[src/rtl/interrupt_dispatch_controller.sv]
// rtl/interrupt_dispatch_controller.sv - interrupt request/ISR entry-exit sequencer
// Optional source-ID capture enabled by defining INTERRUPT_DISPATCH_SRC_ID_EN.
module interrupt_dispatch_controller #(
    parameter int          PIR_WIDTH   = 8,
    parameter logic [12:0] VECTOR_ADDR = 13'h0004
) (
    input  logic                 clk,
    input  logic                 rst,
    input  logic [7:0]           intcon_q,
    input  logic [PIR_WIDTH-1:0] pir_q,
    input  logic [PIR_WIDTH-1:0] pie_q,
    input  logic                 int_ack,
    input  logic                 retfie_exec,
    output logic                 int_req,
    output logic                 vector_load,
    output logic [12:0]          vector_addr,
    output logic                 gie_clr,
    output logic                 gie_set,
    output logic                 in_isr,
    output logic                 wake
`ifdef INTERRUPT_DISPATCH_SRC_ID_EN
    ,
    output logic [3:0]           src_id,
    output logic                 src_valid
`endif
);

    typedef enum logic [1:0] {
        IDLE  = 2'd0,
        REQ   = 2'd1,
        ENTRY = 2'd2,
        ISR   = 2'd3
    } state_t;

    state_t state_q, state_d;

    logic int_req_q, int_req_d;
    logic vector_load_q, vector_load_d;
    logic gie_clr_q, gie_clr_d;
    logic gie_set_q, gie_set_d;
    logic in_isr_q, in_isr_d;
    logic wake_q;

    logic                 intf_pend;
    logic                 t0if_pend;
    logic                 rbif_pend;
    logic [PIR_WIDTH-1:0] periph_flags;
    logic                 core_pend;
    logic                 periph_pend;
    logic                 any_pend;
    logic                 fire;

    assign intf_pend    = intcon_q[4] & intcon_q[1];
    assign t0if_pend    = intcon_q[5] & intcon_q[2];
    assign rbif_pend    = intcon_q[3] & intcon_q[0];
    assign periph_flags = pir_q & pie_q;
    assign core_pend    = intf_pend | t0if_pend | rbif_pend;
    assign periph_pend  = intcon_q[6] & (|periph_flags);
    assign any_pend     = core_pend | periph_pend;
    assign fire         = intcon_q[7] & any_pend;

    always_comb begin
        state_d = state_q;
        case (state_q)
            IDLE: begin
                if (fire) begin
                    state_d = REQ;
                end
            end
            REQ: begin
                // Acknowledge beats a same-cycle withdrawal: the core has already committed.
                if (int_ack) begin
                    state_d = ENTRY;
                end else if (!fire) begin
                    state_d = IDLE;
                end
            end
            ENTRY: begin
                state_d = ISR;
            end
            ISR: begin
                if (retfie_exec) begin
                    state_d = IDLE;
                end
            end
            default: begin
                state_d = IDLE;
            end
        endcase
    end

    always_comb begin
        int_req_d     = (state_d == REQ);
        vector_load_d = (state_d == ENTRY);
        gie_clr_d     = (state_d == ENTRY);
        in_isr_d      = (state_d == ENTRY) || (state_d == ISR);
        // A stray RETFIE colliding with entry must not fight the GIE clear.
        gie_set_d     = retfie_exec && (state_d != ENTRY);
    end

    always_ff @(posedge clk) begin
        if (rst) begin
            state_q       <= IDLE;
            int_req_q     <= 1'b0;
            vector_load_q <= 1'b0;
            gie_clr_q     <= 1'b0;
            gie_set_q     <= 1'b0;
            in_isr_q      <= 1'b0;
            wake_q        <= 1'b0;
        end else begin
            state_q       <= state_d;
            int_req_q     <= int_req_d;
            vector_load_q <= vector_load_d;
            gie_clr_q     <= gie_clr_d;
            gie_set_q     <= gie_set_d;
            in_isr_q      <= in_isr_d;
            wake_q        <= any_pend;
        end
    end

    assign int_req     = int_req_q;
    assign vector_load = vector_load_q;
    assign vector_addr = VECTOR_ADDR;
    assign gie_clr     = gie_clr_q;
    assign gie_set     = gie_set_q;
    assign in_isr      = in_isr_q;
    assign wake        = wake_q;

`ifdef INTERRUPT_DISPATCH_SRC_ID_EN
    logic [3:0] src_sel;
    logic [3:0] src_id_q;
    logic       src_valid_q;

    always_comb begin
        src_sel = 4'd0;
        if (intf_pend) begin
            src_sel = 4'd0;
        end else if (t0if_pend) begin
            src_sel = 4'd1;
        end else if (rbif_pend) begin
            src_sel = 4'd2;
        end else begin
            // Descending scan so the lowest set bit is the one that sticks.
            for (int i = PIR_WIDTH - 1; i >= 0; i--) begin
                if (periph_flags[i]) begin
                    src_sel = 4'(i + 3);
                end
            end
        end
    end

    always_ff @(posedge clk) begin
        if (rst) begin
            src_id_q    <= 4'd0;
            src_valid_q <= 1'b0;
        end else begin
            src_valid_q <= in_isr_d;
            if (state_q == REQ && state_d == ENTRY) begin
                src_id_q <= src_sel;
            end
        end
    end

    assign src_id    = src_id_q;
    assign src_valid = src_valid_q;
`endif

endmodule

[config.mk]
export PLATFORM = sky130hd
export DESIGN_NAME = interrupt_dispatch_controller
export DESIGN_NICKNAME = d
export VERILOG_FILES = /design/src/rtl/interrupt_dispatch_controller.sv
export SDC_FILE = /design/constraint.sdc
export NUM_CORES = 1
export LEC_CHECK = 0
export CAP_MARGIN = 5
export CORE_AREA = 2 2 39 41
export CTS_BUF_LIST = sky130_fd_sc_hd__clkbuf_2
export CTS_CLUSTER_DIAMETER = 200
export CTS_CLUSTER_SIZE = 12
export DETAILED_ROUTE_END_ITERATION = 6
export DIE_AREA = 0 0 41 43
export DONT_BUFFER_PORTS = 1
export SYNTH_ARGS = -nofsm -noshare
export SYNTH_HDL_FRONTEND = slang
export SYNTH_SLANG_ARGS = --single-unit
[constraint.sdc]
create_clock -name clk -period 1.45 [get_ports clk]
set_input_delay 0.145 -clock clk [delete_from_list [all_inputs] [get_ports clk]]
set_output_delay 0.145 -clock clk [all_outputs]
set_load 0.02 [all_outputs]
==> results of run 1 <==
## stage by stage
step | worst slack [ns] | total power [mW] | utilization [%] | std cells | hold WS (ns)
final | 0.333 | 0.392 | 27.1 | 60 | 0.0478
after CTS | 0.329 | 0.397 | 27.1 | 60 | 0.0385
after detailed placement | 0.337 | 0.284 | 25.3 | 56 | 0.220
after global placement | 0.372 | 0.283 | 25.3 | 56 | 0.221
after global routing | 0.305 | 0.413 | 27.1 | 60 | 0.0409
after floorplan | 0.263 | 0.301 | - | 53 | 0.214
## logic make-up after synthesis
kind of cell,share of synthesized area (%)
flip-flops,31.1
buffers and inverters,27.2
other,1.94
AO/OA/AOI/OAI,21.7
AND/OR/NAND/NOR,18.1
## metal layers
layer  up-vias  wire length (um)  part of all wire (%)  GRT usage, %
li1        128                 -                     -             -
met1       113               193                    30          7.12
met2        24               366                    57          12.5
met3         0                78                    12             0
met4         0                 0                     0          6.00
met5         -                 0                     0             0
## power breakdown
part           total, mW  internal, mW  switching, mW
Combinational     0.0834        0.0294         0.0541
Clock              0.109        0.0560         0.0528
Sequential         0.199         0.180         0.0194
## registers in the layout, summed over array words and instances (netlist names)
register,count
in_isr,1
wake,1
state_q,1
gie_set,1
gie_clr,1
int_req,1
## worst max-delay path, stage by stage, from the launching register on
cell	delay, ns
sky130_fd_sc_hd__dfxtp_1	0.31
sky130_fd_sc_hd__nand2b_4	0.13
sky130_fd_sc_hd__or4b_4	0.53
sky130_fd_sc_hd__o221ai_2	0.07
## layout make-up
type,count,area share (%)
flip-flops and latches,6,32.0
clock buffers,3,4.00
well taps,16,5.33
repair buffers,2,4.67
multi-input cells,33,54.0
## synthesized netlist by cell type
library cell               count  area, sq um
sky130_fd_sc_hd__buf_4        14          105
sky130_fd_sc_hd__dfxtp_1       6          120
sky130_fd_sc_hd__a22oi_1       4         30.0
sky130_fd_sc_hd__nand2_1       3         11.3
sky130_fd_sc_hd__conb_1        2         7.51
sky130_fd_sc_hd__nand2b_1      2         12.5
sky130_fd_sc_hd__a21oi_1       1         5.00
sky130_fd_sc_hd__a222oi_1      1         10.0
sky130_fd_sc_hd__a41o_1        1         10.0
sky130_fd_sc_hd__and3b_1       1         8.76
sky130_fd_sc_hd__nand2b_4      1         13.8
sky130_fd_sc_hd__nor2_1        1         3.75
sky130_fd_sc_hd__o21ai_0       1         5.00
sky130_fd_sc_hd__o21ai_2       1         8.76
sky130_fd_sc_hd__o221ai_2      1         15.0
sky130_fd_sc_hd__or2_1         1         6.26
sky130_fd_sc_hd__or4b_4        1         13.8
## final timing paths
path	endpoint	startpoint
hold reg to reg	in_isr	state_q[0]
setup / recovery	state_q[0]	in_isr
hold / removal	wake	rst
setup reg to reg	state_q[0]	in_isr
## cell usage in the layout (no fill, tap or decap)
| cell type | synthesis | layout |
|---|---|---|
| sky130_fd_sc_hd__and3b_1 | 1 | 1 |
| sky130_fd_sc_hd__o221ai_2 | 1 | 1 |
| sky130_fd_sc_hd__a21oi_1 | 1 | 1 |
| sky130_fd_sc_hd__dlygate4sd3_1 | 0 | 1 |
| sky130_fd_sc_hd__nand2b_4 | 1 | 1 |
| sky130_fd_sc_hd__a41o_1 | 1 | 1 |
| sky130_fd_sc_hd__nand2b_1 | 2 | 2 |
| sky130_fd_sc_hd__o21ai_2 | 1 | 1 |
| sky130_fd_sc_hd__nor2_1 | 1 | 1 |
| sky130_fd_sc_hd__dfxtp_1 | 6 | 6 |
| sky130_fd_sc_hd__nand2_1 | 3 | 3 |
| sky130_fd_sc_hd__clkbuf_2 | 0 | 3 |
| sky130_fd_sc_hd__o21ai_0 | 1 | 1 |
| sky130_fd_sc_hd__conb_1 | 2 | 13 |
| sky130_fd_sc_hd__or4b_4 | 1 | 1 |
| sky130_fd_sc_hd__a222oi_1 | 1 | 1 |
| sky130_fd_sc_hd__or2_1 | 1 | 1 |
| sky130_fd_sc_hd__a22oi_1 | 4 | 4 |
| sky130_fd_sc_hd__buf_4 | 14 | 1 |
==> qor.txt, run 1 <==
Hold Fails Final Rpt -> 0
cell depth of the worst hold path -> 1
fill cell instance count of the final layout -> 162
antenna violations before repair -> 0
global placement routability congestion -> 0.682
starting DRC count in detailed routing -> 1
vias post-DR -> 265
worst skew pair latency -> 0.21 ns
final period utilization -> 77.1%
number of remaining DRC errors -> 0
Synth Instances -> 42
critical path endpoint category -> flop
average instance area after synthesis -> 9.21 sq um
root buf cell -> sky130_fd_sc_hd__clkbuf_2
chip width -> 41 um
remaining antenna violation count -> 0
largest buffer count on any clock path -> 2
CP arrival -> 1.25 ns
die area -> 1760 sq um
number of different library cells in the post-synthesis netlist -> 17
buffers inserted during post-CTS setup optimization -> 0
setup violation total in the final timing report -> 0
IR drop worst, VDD -> 0.000248 V
sequential cell area fraction in the yosys report -> 31.1%
ANT cells -> 0
post-detailed-placement cell area -> 350 sq um
number of synthesized register bits -> 6
number of buffers created by CTS -> 3
clock tree from TritonCTS -> done
register-to-register setup slack -> 0.33 ns
post-cts sizing count -> 0
Tightest Hold Check Type -> in2reg
hold buffer count at cts -> 1
count of pins on the block boundary -> 47
Pre-antenna DRT Iters -> 4
power per cell area -> 1040 nW/um^2
growth of design area from synthesis to finish -> -2.91%
number of sinks handled by clock tree synthesis -> 6
Static Leak -> 0.169 nW
critical path launch point type -> flop
post-CTS clock slew at the launch and capture registers of the worst setup and hold paths -> 0.06 ns
worst path required time -> 1.59 ns
register area -> 120 sq um
status -> finished, final reports clean
placeable core region -> 1380 sq um
standard-cell rows -> 14
path depth of the worst reg2reg path -> 3
pin count of the biggest net entering global routing -> 7
net count reported at finish -> 74
clock period minus final worst setup slack -> 1.12 ns
IO buf count -> 0
area used by multi-input combinational logic -> 203 sq um
fmax -> 895 MHz
post-synth design cell area -> 387 sq um
H-Tree Depth -> 1
routed len/inst -> 10.6 um
Yosys warning total -> 0
Die Y-Extent -> 43 um
share of final-layout standard cells stronger than drive strength 1 -> 18.2%
GRT Overall Usage -> 7.14%
RSZ-0062 raised after global routing -> false
number of max-capacitance violations reported -> 0
crit path kind -> reg2reg
setup tns final -> 0 ns
via count of the first global-routing pass -> 255
final setup skew -> 0.00509 ns
Non-Filler Cell Area, Final -> 375 sq um
initial cell density of the core -> 27.9%
pins over their slew limit -> 0
global-route wire length before repair -> 855 um
via density per instance -> 4.42
final wirelength -> 638 um
leftover overflow at the end of global routing -> 0
maximum fanout encountered on the critical timing path -> 2
(Power assumes the default switching activity.)
==> run 2: changes to the inputs <==
- clock period: 1.45 -> 1.1 ns (I/O delays scaled with it)
==> run 2 against run 1 <==
The run now ends with negative hold slack, negative setup slack left. Sequential power grew 32%. Power grew 32%. Final area shrank 2.3%. Sequential share of layout area grew 1.1 points. Via count shrank 2.3%. Fmax shrank 0.73%. First-iteration DRC count grew 100%. Cell count shrank 1.7%. Register-to-register slack lost 0.36 ns. Combinational power grew 28%. Utilization shrank 0.63 points. Global-route usage grew 0.50 points. Critical path type unchanged. Critical endpoint unchanged.
==> qor.txt, run 2 (synthesis gave the netlist of run 1 again) <==
status -> complete, but fails checks
violations in the final reports -> negative hold slack, negative setup slack
critical path endpoint category -> flop
number of cells in the design after placement -> 56
GRT Overall Usage -> 7.64%
via density per instance -> 4.39
vias post-DR -> 259
buffers plus inverters on the worst setup path -> 0
ANT cells -> 0
clock period minus final worst setup slack -> 1.13 ns
worst skew pair latency -> 0.21 ns
fmax -> 888 MHz
growth of design area from synthesis to finish -> -5.18%
placeable core region -> 1380 sq um
remaining antenna violation count -> 0
setup violation total in the final timing report -> 1
largest buffer count on any clock path -> 2
power per cell area -> 1410 nW/um^2
final period utilization -> 102%
antenna violations before repair -> 0
critical path launch point type -> flop
master of the slowest instance on the critical path -> sky130_fd_sc_hd__or4b_4
root buf cell -> sky130_fd_sc_hd__clkbuf_2
Layout Utilization -> 26.5%
routed len/inst -> 11.1 um
final cell count without fillers -> 59
net count reported at finish -> 73
most common cell after layout, fill and taps aside -> sky130_fd_sc_hd__conb_1
die area -> 1760 sq um
count of pins on the block boundary -> 47
initial cell density of the core -> 27.9%
Total Power -> 516 uW
cell class contributing the biggest share of worst-path delay -> simple AND/OR/NAND/NOR gates
post-CTS clock slew at the launch and capture registers of the worst setup and hold paths -> 0.06 ns
final setup skew -> 0.00491 ns
leftover overflow at the end of global routing -> 0
pins over their slew limit -> 0
tightest hold margin -> -0.0403 ns
share of final-layout standard cells stronger than drive strength 1 -> 20.9%
global-route wire length before repair -> 869 um
buffers inserted during post-CTS setup optimization -> 0
Pre-antenna DRT Iters -> 4
number of remaining DRC errors -> 0
CP arrival -> 1.26 ns
IO buf count -> 0
Static Leak -> 0.165 nW
Tightest Hold Check Type -> in2reg
worst path required time -> 1.23 ns
number of max-capacitance violations reported -> 0
IR drop worst, VDD -> 0.000327 V
number of sinks handled by clock tree synthesis -> 6
RSZ-0062 raised after global routing -> true
global placement routability congestion -> 0.676
most used cells in the layout excluding fill and tap cells -> sky130_fd_sc_hd__conb_1 (13), sky130_fd_sc_hd__dfxtp_1 (5), sky130_fd_sc_hd__a22oi_1 (4)
starting DRC count in detailed routing -> 2
pin count of the biggest net entering global routing -> 8
crit path cell chain -> nand2b_4, or4b_4, o221ai_2
DP Worst Slack -> -0.0103 ns
maximum fanout encountered on the critical timing path -> 2
Non-Filler Cell Area, Final -> 367 sq um
standard-cell rows -> 14
number of buffers created by CTS -> 3
clock tree from TritonCTS -> done
crit path kind -> reg2reg
delay contributed by the slowest stage of the critical path -> 0.53 ns
via count of the first global-routing pass -> 228
final wirelength -> 657 um
H-Tree Depth -> 1
Setup WS post-layout -> -0.0256 ns
setup tns final -> -0.0256 ns
post-detailed-placement cell area -> 352 sq um
Hold Fails Final Rpt -> 2
chip width -> 41 um
Die Y-Extent -> 43 um
## run 2: changes by cell type in the layout (fill, tap and decap cells not counted)
cell                            delta
sky130_fd_sc_hd__dfxtp_2           +1
sky130_fd_sc_hd__dlygate4sd3_1     -1
sky130_fd_sc_hd__dfxtp_1           -1
## run 2: routing by layer
metal	wire (um)	up-vias	GRT usage, %	part of all wire (%)
li1	-	124	-	-
met1	204	113	6.77	31
met2	379	22	12.5	58
met3	73	0	3.14	11
met5	0	-	0	0
met4	0	0	6.00	0
## run 2: cell type report
| cell class | count | area [sq um] |
|---|---|---|
| Clock buffer | 3 | 15.0 |
| Fill cell | 156 | 1020 |
| Multi-Input combinational cell | 33 | 203 |
| Sequential cell | 6 | 121 |
| Tap cell | 16 | 20.0 |
| Timing Repair Buffer | 1 | 7.51 |
## run 2: what timing repair did
item,CTS,global route
setup endpoints to repair,2,2
hold endpoints to repair,2,2
gates resized for setup,0,0
## run 2: worst paths after layout
path,startpoint,to,slack (ns),cells after the start
setup / recovery,in_isr,state_q[0],-0.03,3
setup reg to reg,in_isr,state_q[0],-0.03,3
hold reg to reg,state_q[0],in_isr,0.59,3
hold / removal,rst,in_isr,-0.04,1
## run 2: where the power goes
group | switching, mW | leakage [nW] | internal (mW)
Combinational | 0.0704 | 0.103 | 0.0364
Clock | 0.0718 | 0.0125 | 0.0739
Sequential | 0.0252 | 0.0501 | 0.238
Total | 0.167 | 0.165 | 0.348
